--- src/rtl/icache_assoc_if.sv ---
// ============================================================================
// icache_assoc_if : fetch-side and memory-side signal bundle of icache_assoc
// Revision 1.0
// ============================================================================
`default_nettype none

interface icache_assoc_if #(
  parameter int CNT_W = 32
);
  logic             imemREN;
  logic [31:0]      imemaddr;
  logic             halt;
  logic             flush;
  logic             ihit;
  logic [31:0]      imemload;
  logic             iREN;
  logic [31:0]      iaddr;
  logic [31:0]      iload;
  logic             iwait;
  logic             flush_done;
  logic [CNT_W-1:0] hit_count;
  logic [CNT_W-1:0] miss_count;

  // master = datapath plus memory controller; slave = the cache
  modport master (
    output imemREN, imemaddr, halt, flush, iload, iwait,
    input  ihit, imemload, iREN, iaddr, flush_done, hit_count, miss_count
  );

  modport slave (
    input  imemREN, imemaddr, halt, flush, iload, iwait,
    output ihit, imemload, iREN, iaddr, flush_done, hit_count, miss_count
  );
endinterface

`default_nettype wire

--- src/rtl/icache_assoc.sv ---
// ============================================================================
// icache_assoc : set-associative multi-word-block icache, tree PLRU, flush
// Revision 1.0
// ============================================================================
`default_nettype none

module icache_assoc #(
  parameter int SETS          = 16,
  parameter int WAYS          = 2,
  parameter int WORDS_PER_BLK = 2,
  parameter int CNT_W         = 32
) (
  input  logic CLK,
  input  logic RST,
  icache_assoc_if.slave bus
);

  localparam int c_IDX_W = $clog2(SETS);
  localparam int c_OFF_W = $clog2(WORDS_PER_BLK);
  localparam int c_WC_W  = (c_OFF_W > 0) ? c_OFF_W : 1;
  localparam int c_LW    = $clog2(WAYS);
  localparam int c_WAY_W = (c_LW > 0) ? c_LW : 1;
  localparam int c_PL_W  = (WAYS > 1) ? WAYS - 1 : 1;
  localparam int c_TAG_W = 30 - c_OFF_W - c_IDX_W;

  localparam logic [1:0] c_S_IDLE  = 2'd0;
  localparam logic [1:0] c_S_FILL  = 2'd1;
  localparam logic [1:0] c_S_FLUSH = 2'd2;
  localparam logic [1:0] c_S_HALT  = 2'd3;

  // PLRU tree in heap order: bit=1 steers the victim to the right subtree
  function automatic logic [c_WAY_W-1:0] plru_victim(input logic [c_PL_W-1:0] t);
    int node;
    int v;
    int b;
    node = 0;
    v    = 0;
    for (int l = 0; l < c_LW; l++) begin
      b    = (int'(t) >> node) & 1;
      v    = (v << 1) | b;
      node = 2 * node + 1 + b;
    end
    return c_WAY_W'(v);
  endfunction

  function automatic logic [c_PL_W-1:0] plru_touch(input logic [c_PL_W-1:0] t,
                                                   input logic [c_WAY_W-1:0] w);
    logic [c_PL_W-1:0] r;
    int node;
    int b;
    r    = t;
    node = 0;
    for (int l = 0; l < c_LW; l++) begin
      b    = (int'(w) >> (c_LW - 1 - l)) & 1;
      r    = (r & ~(c_PL_W'(1) << node)) | (c_PL_W'(b == 0) << node);
      node = 2 * node + 1 + b;
    end
    return r;
  endfunction

  logic [1:0]         state_q, state_d;
  logic [WAYS-1:0]    valid_q [SETS];
  logic [c_PL_W-1:0]  plru_q  [SETS];
  logic [c_TAG_W-1:0] tag_q   [SETS][WAYS];
  logic [31:0]        data_q  [SETS][WAYS][WORDS_PER_BLK];
  logic [c_TAG_W-1:0] ltag_q;
  logic [c_IDX_W-1:0] lidx_q;
  logic [c_WAY_W-1:0] victim_q;
  logic [c_WC_W-1:0]  wc_q;
  logic [c_IDX_W-1:0] fidx_q;
  logic               flush_pend_q;
  logic               halt_pend_q;
  logic [CNT_W-1:0]   hit_count_q;
  logic [CNT_W-1:0]   miss_count_q;

  logic [29:0]        w_word;
  logic [c_WC_W-1:0]  w_woff;
  logic [c_IDX_W-1:0] w_idx;
  logic [c_TAG_W-1:0] w_tag;
  logic [WAYS-1:0]    w_hit_vec;
  logic               w_any_hit;
  logic [c_WAY_W-1:0] w_hit_way;
  logic               w_any_inv;
  logic [c_WAY_W-1:0] w_inv_way;
  logic [c_WAY_W-1:0] w_victim;
  logic               w_halt_req;
  logic               w_flush_req;
  logic               w_ihit;
  logic               w_accept;
  logic               w_last;
  logic               w_flush_last;
  logic [31:0]        w_fill_addr;

  assign w_word       = bus.imemaddr[31:2];
  assign w_woff       = c_WC_W'(w_word & 30'(WORDS_PER_BLK - 1));
  assign w_idx        = c_IDX_W'(w_word >> c_OFF_W);
  assign w_tag        = c_TAG_W'(w_word >> (c_OFF_W + c_IDX_W));
  assign w_halt_req   = bus.halt | halt_pend_q;
  assign w_flush_req  = bus.flush | flush_pend_q;
  assign w_accept     = (state_q == c_S_FILL) & ~bus.iwait;
  assign w_last       = (wc_q == c_WC_W'(WORDS_PER_BLK - 1));
  assign w_flush_last = (state_q == c_S_FLUSH) & (fidx_q == c_IDX_W'(SETS - 1));
  assign w_fill_addr  = (32'(ltag_q) << (2 + c_OFF_W + c_IDX_W))
                      | (32'(lidx_q) << (2 + c_OFF_W))
                      | (32'(wc_q) << 2);

  always_comb begin
    w_hit_vec = '0;
    w_hit_way = '0;
    w_inv_way = '0;
    w_any_inv = 1'b0;
    for (int w = 0; w < WAYS; w++) begin
      w_hit_vec[w] = valid_q[w_idx][w] && (tag_q[w_idx][w] == w_tag);
    end
    // descending scan leaves the lowest-index match in place
    for (int w = WAYS - 1; w >= 0; w--) begin
      if (w_hit_vec[w]) w_hit_way = c_WAY_W'(w);
      if (!valid_q[w_idx][w]) begin
        w_inv_way = c_WAY_W'(w);
        w_any_inv = 1'b1;
      end
    end
    w_any_hit = |w_hit_vec;
    w_victim  = w_any_inv ? w_inv_way : plru_victim(plru_q[w_idx]);
    w_ihit    = (state_q == c_S_IDLE) & bus.imemREN & ~w_halt_req & w_any_hit;
  end

  // state register
  always_ff @(posedge CLK) begin
    if (RST) state_q <= c_S_IDLE;
    else     state_q <= state_d;
  end

  // next-state logic
  always_comb begin
    state_d = state_q;
    case (state_q)
      c_S_IDLE: begin
        if (w_halt_req)                     state_d = c_S_HALT;
        else if (w_flush_req)               state_d = c_S_FLUSH;
        else if (bus.imemREN && !w_any_hit) state_d = c_S_FILL;
      end
      c_S_FILL: begin
        if (w_accept && w_last) state_d = (w_halt_req) ? c_S_HALT : c_S_IDLE;
      end
      c_S_FLUSH: begin
        if (w_flush_last) state_d = c_S_IDLE;
      end
      default: state_d = c_S_HALT;
    endcase
  end

  // outputs
  always_comb begin
    bus.ihit       = w_ihit;
    bus.imemload   = w_ihit ? data_q[w_idx][w_hit_way][w_woff] : 32'h0;
    bus.iREN       = (state_q == c_S_FILL);
    bus.iaddr      = (state_q == c_S_FILL) ? w_fill_addr : 32'h0;
    bus.flush_done = w_flush_last;
    bus.hit_count  = hit_count_q;
    bus.miss_count = miss_count_q;
  end

  always_ff @(posedge CLK) begin
    if (RST) begin
      for (int s = 0; s < SETS; s++) begin
        valid_q[s] <= '0;
        plru_q[s]  <= '0;
      end
      ltag_q       <= '0;
      lidx_q       <= '0;
      victim_q     <= '0;
      wc_q         <= '0;
      fidx_q       <= '0;
      flush_pend_q <= 1'b0;
      halt_pend_q  <= 1'b0;
      hit_count_q  <= '0;
      miss_count_q <= '0;
    end else begin
      halt_pend_q <= halt_pend_q | bus.halt;
      case (state_q)
        c_S_IDLE: begin
          if (w_ihit) begin
            plru_q[w_idx] <= plru_touch(plru_q[w_idx], w_hit_way);
            if (~&hit_count_q) hit_count_q <= hit_count_q + 1'b1;
          end
          if (state_d == c_S_FILL) begin
            ltag_q   <= w_tag;
            lidx_q   <= w_idx;
            victim_q <= w_victim;
            wc_q     <= '0;
            if (~&miss_count_q) miss_count_q <= miss_count_q + 1'b1;
          end
          if (state_d == c_S_FLUSH) begin
            flush_pend_q <= 1'b0;
            fidx_q       <= '0;
          end
        end
        c_S_FILL: begin
          if (bus.flush) flush_pend_q <= 1'b1;
          if (w_accept) begin
            if (w_last) begin
              wc_q                      <= '0;
              valid_q[lidx_q][victim_q] <= 1'b1;
              plru_q[lidx_q]            <= plru_touch(plru_q[lidx_q], victim_q);
            end else begin
              wc_q <= wc_q + 1'b1;
            end
          end
        end
        c_S_FLUSH: begin
          valid_q[fidx_q] <= '0;
          plru_q[fidx_q]  <= '0;
          fidx_q          <= fidx_q + 1'b1;
        end
        default: ;
      endcase
    end
  end

  // tag and data arrays carry no reset; valid bits qualify them
  always_ff @(posedge CLK) begin
    if (!RST && w_accept) begin
      data_q[lidx_q][victim_q][wc_q] <= bus.iload;
      if (w_last) tag_q[lidx_q][victim_q] <= ltag_q;
    end
  end

endmodule

`default_nettype wire

--- src/flat_wrapper.sv ---
// flat-port wrapper written by rule: the top's interface ports become plain ports
module icache_assoc_flat 
#(
  parameter int SETS          = 16,
  parameter int WAYS          = 2,
  parameter int WORDS_PER_BLK = 2,
  parameter int CNT_W         = 32
)
  (CLK, RST, bus_imemREN, bus_imemaddr, bus_halt, bus_flush, bus_iload, bus_iwait, bus_ihit, bus_imemload, bus_iREN, bus_iaddr, bus_flush_done, bus_hit_count, bus_miss_count);
  icache_assoc_if #(.CNT_W(CNT_W)) bus_i ();
  input  logic CLK;
  input  logic RST;
  input wire logic [$bits(bus_i.imemREN)-1:0] bus_imemREN;
  input wire logic [$bits(bus_i.imemaddr)-1:0] bus_imemaddr;
  input wire logic [$bits(bus_i.halt)-1:0] bus_halt;
  input wire logic [$bits(bus_i.flush)-1:0] bus_flush;
  input wire logic [$bits(bus_i.iload)-1:0] bus_iload;
  input wire logic [$bits(bus_i.iwait)-1:0] bus_iwait;
  output wire logic [$bits(bus_i.ihit)-1:0] bus_ihit;
  output wire logic [$bits(bus_i.imemload)-1:0] bus_imemload;
  output wire logic [$bits(bus_i.iREN)-1:0] bus_iREN;
  output wire logic [$bits(bus_i.iaddr)-1:0] bus_iaddr;
  output wire logic [$bits(bus_i.flush_done)-1:0] bus_flush_done;
  output wire logic [$bits(bus_i.hit_count)-1:0] bus_hit_count;
  output wire logic [$bits(bus_i.miss_count)-1:0] bus_miss_count;
  assign bus_i.imemREN = bus_imemREN;
  assign bus_i.imemaddr = bus_imemaddr;
  assign bus_i.halt = bus_halt;
  assign bus_i.flush = bus_flush;
  assign bus_i.iload = bus_iload;
  assign bus_i.iwait = bus_iwait;
  assign bus_ihit = bus_i.ihit;
  assign bus_imemload = bus_i.imemload;
  assign bus_iREN = bus_i.iREN;
  assign bus_iaddr = bus_i.iaddr;
  assign bus_flush_done = bus_i.flush_done;
  assign bus_hit_count = bus_i.hit_count;
  assign bus_miss_count = bus_i.miss_count;
  icache_assoc #(.SETS(SETS), .WAYS(WAYS), .WORDS_PER_BLK(WORDS_PER_BLK), .CNT_W(CNT_W)) u_core (.CLK(CLK), .RST(RST), .bus(bus_i));
endmodule
--- config.mk ---
export PLATFORM = sky130hd
export DESIGN_NAME = icache_assoc_flat
export DESIGN_NICKNAME = d
export VERILOG_FILES = /design/src/rtl/icache_assoc_if.sv /design/src/rtl/icache_assoc.sv /design/src/flat_wrapper.sv
export SDC_FILE = /design/constraint.sdc
export NUM_CORES = 2
export LEC_CHECK = 0
export CAP_MARGIN = 30
export CORE_MARGIN = 2
export CORE_UTILIZATION = 60
export DETAILED_ROUTE_END_ITERATION = 7
export PLACE_DENSITY_LB_ADDON = 0.12
export SLEW_MARGIN = 5
export SYNTH_ARGS = -nofsm -noshare
export SYNTH_HDL_FRONTEND = slang
export SYNTH_SLANG_ARGS = --single-unit
--- constraint.sdc ---
create_clock -name CLK -period 6.9 [get_ports CLK]
set_input_delay 1.38 -clock CLK [delete_from_list [all_inputs] [get_ports CLK]]
set_output_delay 1.38 -clock CLK [all_outputs]
set_load 0.02 [all_outputs]
==> results list <==
- The flow ran to the end, and the final reports show no timing, DRC or antenna violations.
- CP peak stage delay: 0.51 ns
- The worst setup path is of the input port to output port kind.
- The worst hold path begins at u_core.bus.miss_count[14]$_SDFFE_PP0P_.
- Number of input and output port buffers inserted: 196
- Final-stage net count: 6290
- Layout cells sized above 1: 0.3020
* Overflow left after global routing: 0
- Worst Skew: 0.06333 ns
- Proportion of power drawn by the clock network: 0.428
- approximately 200 I/O pins were placed.
- Classification of the worst-slack hold path: flop to flop
- The worst register-to-register path ends at u_core.plru_q[13]$_SDFFCE_PN0P_.
- Transition time at the pin with the least slew margin: 1.049 ns
- The initial utilization of the core area, before any placement, comes to 0.6039.
- Summing all multi-input logic gate instances after layout gives 28150 um^2.
* Final hold violation count: 0
- Vertical die dimension: 447.0 um
- Dividing the synthesized area by the synthesized cell count gives 21.25 um^2.
- For the worst flop-to-flop path, the logic depth is 13.
- Hold Buf Count CTS: 0
- The number of different library cells used by synthesis comes to 86.
* Number of nets still failing antenna checks after routing: 0
- The number of global-route vias before repair is 59850.
* Leak Pwr: 42.06 nW
- The floorplan step defined a die boundary enclosing 199800 um^2.
- RSZ-0062 raised after global routing: yes
- At the worst endpoint, the arrival time is 5.50 ns.
* Required time reported for the critical path endpoint: about 5.5 ns
* Footprint of the flip-flops and latches: between 80000 and 90000 um^2
* Worst vdd ir: 0.2196 mV
- Number of instances on the worst hold path: 2
- After synthesis, the share of flip-flops with an asynchronous set or reset is 0.
- Wire length of the first global-routing pass: 429500 um
* Die outline width: between 400 and 500 um
- CTS saw 2999 sinks.
- The worst setup path is captured at an output port.
- Leaving out fill and tap cells, the most frequent cell in the layout is edfxtp_1.
* Clock slew at reported path FFs: 0.06 ns
- Worst-case headroom to the max-slew limit: 0.2990
* Number of DRC markers after the initial detailed-route iteration: 7408
- Cell occurring most often along the worst timing path: buf_4
- The most used flip-flop cell after synthesis is edfxtp_1.
* Worst-Skew Late Latency: 0.94 ns
- The wire-length estimate of the detail-placed layout is 176500 um.
- Relative area change from synthesis to final layout: 16.56%
- Reg-to-Reg Start: u_core.tag_q[15][32]$_DFFE_PP_
- Timing would allow up to roughly 150 MHz.
- Total of warnings raised by yosys: 0
* Largest delay share family, worst path: simple AND/OR/NAND/NOR gates
* Overall Power: 37.76 mW
* Commonest cells after routing, fill and taps aside: edfxtp_1 (2896), mux4_2 (787), buf_4 (373), clkbuf_16 (318), mux2i_1 (186)
- Slowest cell on crit path: mux4_2
- Register-to-register path setup slack: 2.54 ns
- The number of antenna violations at the first check in global routing came to 11.
- Before antenna repair, the detailed router went through 6 iterations.
- Count of mapped cells out of synthesis: 5540
* Setup TNS: 0 ns
- Drt wl/cell: 33.48 um
- The share of total power dissipated in sequential elements is 0.527.
- Max-cap violations: 0
- Combined buffer and inverter count along the critical path: 6
* Largest fanout on the critical path: 11
- In this run, synthesis inferred roughly 2900 flip-flops with an integrated enable.
- Fin crit share: 0.9964
- For the finished layout, the period the worst path requires is a little under 7 ns.
* Remaining routing DRC violations: 0
- Setup violations remaining at the end of the flow were counted as 0.
- The internal portion of the total power is 30.18 mW.
* Synthesized area: 117700 um^2
- Total count of max-transition violations in the final report: 0
- Area inside the core boundary: 195000 um^2
* Hold WS: ~0.5 ns
- H-Tree Depth: 5
- The analysis attributes to net switching a power of roughly 7.6 mW.
- Of the total power, combinational logic draws 0.045.
- Filler Cells Inserted: 11780
* Total via count in the routed design: between 60000 and 70000
- The signal on the critical path passes through buf_16 -> buf_4 -> mux4_2 -> a32oi_1 -> buf_4 -> nand2_1 -> a2111oi_0 -> a21oi_2 -> nor4b_1 -> and4_1 -> nor2b_4 -> buf_4 -> mux2i_1 -> nand4_1 -> a21oi_2 -> buf_6 -> buf_6.
- Entering global routing, the biggest net connects approximately 110 pins.
* Final GP Congestion: ~0.9
* Power density of the placed cells: 275.1 nW/um^2
- GR Util All Layers: 0.3058
- In this run, synthesis produced a sequential element count of approximately 3000.
- The worst hold path terminates at u_core.bus.miss_count[14]$_SDFFE_PP0P_.
- Vias per std cell: 6.631
- The clock passes through at most 4 buffers.
- The cell sitting at the root of the clock tree is a clkbuf_16.
- Startpoint type of the worst setup path: input port
- Sw frac: 0.2007
* Number of placement rows: about 160
- Total Wirelength: 303400 um
* Clock buffers created by TritonCTS: 311
- CTS tree: built
- Sequential cell area fraction in the yosys report: 0.7561
-- cells in the mapped netlist, drive strengths merged (10+ instances only) --
cell,n,area (um^2)
nor4,14,112.6
and2,67,419.2
and3,20,125.1
o22ai,36,225.2
edfxtp,2896,86960
inv,31,116.4
nand2,161,604.3
a21o,15,112.6
clkbuf,138,519.2
nor2,235,889.6
a22oi,23,172.7
mux2i,200,2002
nand3,59,295.3
dfxtp,103,2062
xnor2,58,508.0
mux2,13,146.4
nand3b,10,75.07
or3,24,150.1
buf,176,1167
nand4,24,150.1
o21ai,70,350.3
xor2,45,394.1
nor2b,34,217.7
mux4,796,17960
or2,10,62.57
nor3,25,130.1
a211oi,54,415.4
a21oi,104,520.5
-- through the flow --
step	instance area, um^2	utilization	instances	setup slack (ns)
floorplan	117800	-	5541	0.8201
global placement	125400	0.6433	8443	-0.8800
detailed placement	126100	0.6465	8470	-0.8753
CTS	136200	0.6984	9003	-0.01225
global route	137200	0.7038	9058	-0.05873
finish	137200	0.7039	9062	0.02475
-- repair_timing --
item | in CTS | in global routing
resized for setup | 85 | 60
pin swaps | 11 | 14
buffers inserted | 8 | 12
cloned | 2 | 1
endpoints found under the setup margin | 33 | 30
-- how the worst max path moves through the flow --
stage | from | end | slack, ns | cells past startpoint
after CTS | bus_imemaddr[4] | bus_imemload[4] | -0.01 | 22
after global placement | bus_imemaddr[3] | bus_imemload[0] | -0.88 | 18
final | bus_imemaddr[3] | bus_imemload[4] | 0.02 | 17
after detailed placement | bus_imemaddr[3] | bus_imemload[0] | -0.88 | 18
after floorplan | bus_imemaddr[4] | bus_imemload[10] | 0.82 | 16
after global routing | bus_imemaddr[3] | bus_imemload[4] | -0.06 | 21
-- per-layer routing --
layer	vias up	wire length (um)	track usage
li1	24390	-	-
met1	31980	113900	0.4209
met2	3130	151800	0.5014
met3	583	26540	0.05564
met4	6	11010	0.1038
met5	-	47	0
-- tightest hold or removal path, cell delays in order, from the launching register on --
cell     delay (ns)
dfxtp_1        0.33
nand2_1        0.06
a21oi_1        0.06
-- layout make-up --
| cell class | instances | area share |
|---|---|---|
| diodes | 11 | 0.0002006 |
| flip-flops and latches | 2999 | 0.6487 |
| inverters | 32 | 0.0009299 |
| well taps | 2624 | 0.02392 |
| clock buffers | 393 | 0.06049 |
| clock inverters | 130 | 0.009864 |
| multi-input cells | 2196 | 0.2051 |
| repair buffers | 677 | 0.05082 |
-- sequential cells by signal, indices dropped and copies added (netlist names), 2 cells and up --
register / cells
u_core.bus.hit_count: 32
u_core.plru_q: 16
u_core.state_q: 2
u_core.tag_q: 800
u_core.bus.miss_count: 32
u_core.valid_q: 32
u_core.lidx_q: 4
u_core.ltag_q: 25
u_core.fidx_q: 4
u_core.data_q: 2048
-- cells by family after synthesis --
logic type	share of synthesized area
AO/OA/AOI/OAI	0.02017
XOR/XNOR	0.007662
adder cells (fa/ha/maj)	0.0003188
buffers and inverters	0.01534
flip-flops	0.7561
multiplexers	0.1708
other	0.00003185
AND/OR/NAND/NOR	0.02958
-- power groups by stage --
stage          clock [mW]  sequential, mW  combinational (mW)
4_1_cts              16.3            19.9                1.63
2_1_floorplan           0            20.3               0.933
6_report             16.2            19.9                1.69
3_3_place_gp            0            20.3                1.56
3_5_place_dp            0            20.3                1.59
5_1_grt              17.0            19.9                1.78
Power figures use the tool's default switching activity.
